--- src/rtl/sa_wrr_arbiter.sv ---
// sa_wrr_arbiter: weighted round-robin arbiter issuing one registered grant per valid/ready handshake
module sa_wrr_arbiter #(
    parameter int MST_AMT = 4,
    parameter logic [0:(MST_AMT*32)-1] MST_WEIGHT = {32'd5, 32'd3, 32'd2, 32'd1},
    parameter int MST_ID_W = (MST_AMT > 1) ? $clog2(MST_AMT) : 1,
    parameter int CREDIT_W = 8
) (
    input  logic                ACLK_i,
    input  logic                ARESET_i,
    input  logic [MST_AMT-1:0]  req_i,
    input  logic [MST_AMT-1:0]  full_i,
    input  logic                stall_i,
    input  logic                grant_ready_i,
    output logic                grant_valid_o,
    output logic [MST_ID_W-1:0] grant_id_o,
    output logic [MST_AMT-1:0]  grant_onehot_o,
    output logic [CREDIT_W-1:0] credit_o
);
    typedef enum logic {IDLE, GRANT} state_t;

    state_t                r_state;
    state_t                w_state_nxt;
    logic [MST_ID_W-1:0]   r_owner;
    logic [CREDIT_W-1:0]   r_credit;
    logic [MST_AMT-1:0]    w_elig;
    logic [CREDIT_W-1:0]   w_weff [MST_AMT];
    logic [MST_ID_W-1:0]   w_cand;
    logic [MST_ID_W-1:0]   w_pick;
    logic                  w_keep;
    logic                  w_load;
    logic [MST_AMT-1:0]    w_onehot;

    for (genvar g = 0; g < MST_AMT; g++) begin : g_weight
        localparam logic [31:0] W = MST_WEIGHT[g*32 +: 32];
        assign w_weff[g] = (W[CREDIT_W-1:0] == '0) ? CREDIT_W'(1) : W[CREDIT_W-1:0];
    end

    assign w_elig = req_i & ~full_i;
    assign w_keep = w_elig[r_owner] && (r_credit != '0);
    assign w_load = ~stall_i && (|w_elig) && ((r_state == IDLE) || grant_ready_i);

    // Descending scan so the nearest eligible master after the owner wins; the owner itself is last.
    always_comb begin
        w_pick = r_owner;
        w_cand = r_owner;
        for (int i = MST_AMT; i >= 1; i--) begin
            w_cand = MST_ID_W'((int'(r_owner) + i) % MST_AMT);
            if (w_elig[w_cand]) w_pick = w_cand;
        end
    end

    always_comb begin
        w_state_nxt = r_state;
        if (w_load) w_state_nxt = GRANT;
        else if (r_state == GRANT && grant_ready_i) w_state_nxt = IDLE;
    end

    always_ff @(posedge ACLK_i) begin
        if (ARESET_i) begin
            r_state  <= IDLE;
            r_owner  <= MST_ID_W'(MST_AMT - 1);
            r_credit <= '0;
        end else begin
            r_state <= w_state_nxt;
            if (w_load) begin
                r_owner  <= w_keep ? r_owner : w_pick;
                r_credit <= w_keep ? r_credit - CREDIT_W'(1) : w_weff[w_pick] - CREDIT_W'(1);
            end
        end
    end

    always_comb begin
        w_onehot = '0;
        if (r_state == GRANT) w_onehot[r_owner] = 1'b1;
    end

    assign grant_valid_o  = (r_state == GRANT);
    assign grant_id_o     = (r_state == GRANT) ? r_owner : '0;
    assign grant_onehot_o = w_onehot;
    assign credit_o       = r_credit;
endmodule
--- config.mk ---
export PLATFORM = sky130hd
export DESIGN_NAME = sa_wrr_arbiter
export DESIGN_NICKNAME = d
export VERILOG_FILES = /design/src/rtl/sa_wrr_arbiter.sv
export SDC_FILE = /design/constraint.sdc
export NUM_CORES = 1
export LEC_CHECK = 0
export ABC_AREA = 1
export CAP_MARGIN = 40
export CELL_PAD_IN_SITES_DETAIL_PLACEMENT = 1
export CELL_PAD_IN_SITES_GLOBAL_PLACEMENT = 2
export CORE_AREA = 2 2 67 69
export DETAILED_ROUTE_END_ITERATION = 10
export DIE_AREA = 0 0 69 71
export PLACE_DENSITY_LB_ADDON = 0.1
export SKIP_LAST_GASP = 1
export SLEW_MARGIN = 40
export SYNTH_ARGS = -nofsm -noshare
export SYNTH_HDL_FRONTEND = slang
export SYNTH_SLANG_ARGS = --single-unit
--- constraint.sdc ---
create_clock -name ACLK_i -period 4.8 [get_ports ACLK_i]
set_input_delay 0.48 -clock ACLK_i [delete_from_list [all_inputs] [get_ports ACLK_i]]
set_output_delay 0.48 -clock ACLK_i [all_outputs]
set_load 0.005 [all_outputs]
After elaboration in Yosys (flattened, before gate mapping)
Cells that the tools add are included.

Output and inout bits: 15. Logic and storage cells: 56. Flip-flop bits (word level): 11.

Muxes and demuxes: 24. Reductions and logical operators: 10. Bitwise gates (word level): 6. Add/sub/neg operators: 6. Magnitude comparators: 7.

Operator list (number): $mux W8 (3); $bmux W8 S2 (1); $sub A8 B1 Y8 const B (2); $lt A2 B3 Y1 const B (5); $bmux W1 S2 (5); $mux W2 (5); $mux W1 (8); $reduce_bool A8 Y1 (1); $logic_and A1 B1 Y1 (5); $add A2 B1 Y2 const B (2); $add A2 B2 Y2 const B (2); $and A4 B4 Y4 (1); $mux W4 (1); $not A4 Y4 (1); $reduce_or A4 Y1 (1); $ge A3 B3 Y1 const B (1); $not A1 Y1 (3); $not A2 Y3 (1); $demux W1 S2 (1); $ge A2 B1 Y1 const B (1); $reduce_and A2 Y1 (1); $reduce_bool A2 Y1 (1); $logic_or A1 B1 Y1 (1).

Depth between registers and ports, before layout
Depth in word-level cells: 14. Gate-level depth with buffers: 20. Depth with buffers taken out: 20.

Least setup slack after synthesis
OpenSTA, ideal clock, no wires.

Path type: register -> register. Start: reg r_owner[0]. End: reg r_credit[4] (netlist: credit_o[4]). Stages on the path, launching flop included: 20. Arrival time: 2.388 ns. Path buffers: 1. Slack: 2.298 ns. Cells stage by stage: dfxtp_1 buf_6 inv_4 ha_1 inv_1 nand2_1 o21ai_1 nor2_1 nor2_1 xor2_1 ha_1 inv_1 nand2_1 nand2_1 ha_1 nand2_1 nor2_1 nand3_1 nand2_1 nor2_1.

Longest elaborated chain between the ends: 13. Elaborated cells between the ends (all ways): 25.

Ends and longest elaborated chain: from (decl) (RTL line 23) `logic [MST_ID_W-1:0] r_owner;`; from (signal assigned) (RTL line 61) `r_owner <= MST_ID_W'(MST_AMT - 1);`; from (signal assigned) (RTL line 66) `r_owner <= w_keep ? r_owner : w_pick;`; $add A2 B1 Y2 (RTL line 47) `w_cand = MST_ID_W'((int'(r_owner) + i) % MST_AMT);`; $bmux W1 S2 (RTL line 48) `if (w_elig[w_cand]) w_pick = w_cand;`; $mux W1 (implied by the code) (RTL line 48); $mux W2 (4 in series) (RTL line 48); $not A2 Y3 (implied by the code) (RTL line 67) `r_credit <= w_keep ? r_credit - CREDIT_W'(1) : w_weff[w_pick] - CREDIT_W'(1);`; $bmux W8 S2 (RTL line 67); $mux W8 (implied by the code) (2 in series) (RTL line 67); $sub A8 B1 Y8 (RTL line 67); $mux W8 (*) (RTL line 67); to (signal assigned) (RTL line 67); to (decl) (RTL line 24) `logic [CREDIT_W-1:0] r_credit;`.

Every way passes the cells marked *; elsewhere a longest branch is shown, timed or not. The select of a mux whose other input is x is not followed. A chain may end at the register's enable or synchronous reset.

Worst setup path in the final report
Same ends and word-level chain as after synthesis.

==> metrics.csv <==
stage,metric,value,unit
synthesis,yosysTopAreaCell,dfxtp_1,
synthesis,syn_area,1080,µm²
timing,finalMaxSlewViolations,0,
pwr,ir_drop,0.000228,V
finish,seq_area,220,µm²
cts,post_cts_resized,0,
detailed_routing,detail-route-antenna-nets,0,
cts,clk_pin_slew,0.06,ns
synthesis,yosysMostFrequentCell,nand2_1,
timing,rsz0062_at_grt,false,
synthesis,synth-edff-count,0,
global_routing,grt_max_degree,12,
synthesis,ys_seq_area_share,20.4,%
floorplan,fp.coreArea,4200,µm²
place,dp_hpwl,2680,µm
synthesis,synth.ff_latch_count,11,
global_routing,antenna_found_initial,0,
synthesis,async_flop_share,0,%
timing,holdWs,0.579,ns
worst_setup_path,critPathMaxFanout,11,
global_routing,track_usage,13.9,%
detailed_routing,vias_per_cell,4.52,
timing,period_minus_slack,2.98,ns
synthesis,synth-compound-area-share,8.11,%
synthesis,synth_simple_gate_area_share,48.1,%
synthesis,synth_top_area_share,20.4,%
synthesis,synth_ff_type,dfxtp_1,
pwr,power.total,782,µW
worst_setup_path,required,4.95,ns
synthesis,yosys.area_share.xor_xnor,0.811,%
cts,clkLatencyLatePin,0.25,ns
worst_hold_path,hold_class,register to register,
worst_setup_path,worstSetupPathType,register to register,
timing,timing.fmax,0.336,GHz
synthesis,synth_fp_nets,198,
detailed_routing,drc_errors,0,
synthesis,syn_avg_cell_area,6.03,µm²
timing,setup-violations-final,0,
detailed_routing,totalWireLength,3230,µm
finish,fin_nets,228,
worst_setup_path,cp_data_arrival_time,3.12,ns
cts,clock_path_buffers,2,
floorplan,dieArea,4900,µm²
synthesis,ys_top_cells_by_area,"dfxtp_1, nand2_1, inv_1",
status,outcome,"complete, no violations",
cts,tritoncts,built,
synthesis,synthMuxAreaShare,0,%
cts,cts_root_buffer,clkbuf_8,
synthesis,synth_warnings,0,
cts,clkSinkCount,11,
detailed_routing,dr.pass1.iters,4,
cts,post-cts-setup-buffers,0,
pwr,p_leak,0.000731,µW
finish,fin_area,1440,µm²
job,cap_violations,0,
cts,cts-buffers-inserted,3,
floorplan,num_io_pins,27,
global_routing,grt_pass1_wl,5520,µm
finish,final_util,34.2,%
synthesis,ys_types,21,
detailed_routing,vias,1176,
floorplan,row_count,24,
detailed_routing,drtIter0Drc,42,
synthesis,synth_top_family_by_area,simple AND/OR/NAND/NOR gates,
finish,fillers,567,
place,port_buffers,26,
cts,ctsHoldBuffers,0,
finish,area_growth,33.3,%
place,dpl_cell_area,1390,µm²
pwr,power_density,543,nW/µm²
global_routing,first_global_vias,1217,
synthesis,synth_fa_ha_area_share,8.11,%
detailed_routing,wl_per_cell,12.4,µm
floorplan,die_y,71,µm
timing,skew,0.00450,ns
cts,htree_levels,1,
timing,timing.final.crit_share,62.0,%
finish,multiInputGateArea,703,µm²
timing,worstMarginPinSlew,0.484,ns
timing,finalHoldViolCount,0,
place,place.gp.congestion,0.817,
worst_setup_path,crit_path_end_kind,register,
floorplan,die_w,69,µm
global_routing,grt-ovfl-total,0,
finish,drive_gt1_share,13.0,%
floorplan,start_util,25.7,%
synthesis,synthCells,179,
worst_setup_path,cp-start-kind,register,
finish,antennaDiodeCount,0,
synthesis,synth_common_cells,"nand2_1, inv_1, nor2_1",
timing,relSlewSlack,67.7,%
timing,setup-tns-final,0,ns
==> cell families (layout without fill, tap and decap cells) <==
logic type               count (synthesis)  count (layout)
adder cells (fa/ha/maj)                  7               7
buffers and inverters                   39              68
AO/OA/AOI/OAI                           17              17
AND/OR/NAND/NOR                        104             104
XOR/XNOR                                 1               1
flip-flops                              11              11
==> flip-flops by register name (all words and copies together), names as in the netlist <==
signal / cells
r_owner: 2
credit_o: 8
grant_valid_o: 1
==> worst paths after layout <==
| check | from | end | slack (ns) | cells past startpoint |
|---|---|---|---|---|
| setup reg to reg | r_owner[0] | credit_o[4] | 1.82 | 18 |
| setup / recovery | r_owner[0] | credit_o[4] | 1.82 | 18 |
| hold / removal | credit_o[0] | credit_o[0] | 0.58 | 4 |
| hold reg to reg | credit_o[0] | credit_o[0] | 0.58 | 4 |
==> power breakdown <==
part	internal, µW	switching, µW
clock	58.8	41.8
sequential	117	32.4
combinational	200	332
==> layout make-up <==
| type | count | area share [%] |
|---|---|---|
| Multi-Input combinational cell | 129 | 48.9 |
| Timing Repair Buffer | 26 | 18.1 |
| Sequential cell | 11 | 15.3 |
| Inverter | 38 | 10.1 |
| Tap cell | 52 | 4.52 |
| Clock buffer | 4 | 3.13 |
==> cells in the final DEF, fill, tap and decap left out <==
master,netlist,final
nand3_2,2,2
nand4_1,5,5
inv_1,27,27
xor2_1,1,1
clkdlybuf4s50_1,0,26
o21bai_1,1,1
clkbuf_1,0,1
inv_2,10,10
nand2_2,1,1
nor2_1,22,22
a21oi_1,7,7
inv_4,1,1
nand3_4,5,5
nand2_1,52,52
nor2_4,1,1
nor2_2,4,4
o21ai_1,6,6
nand3_1,11,11
o21ai_0,3,3
clkbuf_8,0,3
dfxtp_1,11,11
nor3_1,1,1
ha_1,7,7
==> stage by stage <==
step | cells | setup WS (ns)
2_1_floorplan | 179 | 2.30
3_3_place_gp | 256 | 1.81
3_5_place_dp | 256 | 1.77
4_1_cts | 260 | 1.82
5_1_grt | 260 | 1.55
6_report | 260 | 1.82
==> worst max-delay path, cell delays in order, from the launching register on <==
cell,delay (ns)
dfxtp_1,0.62
inv_4,0.11
ha_1,0.36
inv_1,0.11
nand2_1,0.06
o21ai_1,0.07
nor2_1,0.05
nor2_1,0.10
xor2_1,0.25
ha_1,0.30
inv_1,0.06
nand2_1,0.05
nand2_1,0.10
ha_1,0.20
nand2_1,0.09
nor2_1,0.15
nand3_1,0.09
nand2_1,0.06
nor2_1,0.04
==> metal layers <==
layer  track usage, %  part of all wire (%)  vias up
met2             26.3                    50       24
met1             16.0                    44      538
li1                 -                     -      609
met3             2.14                   3.8        5
met4             4.58                   1.2        0
met5                0                     0        -
(Power assumes the default switching activity.)
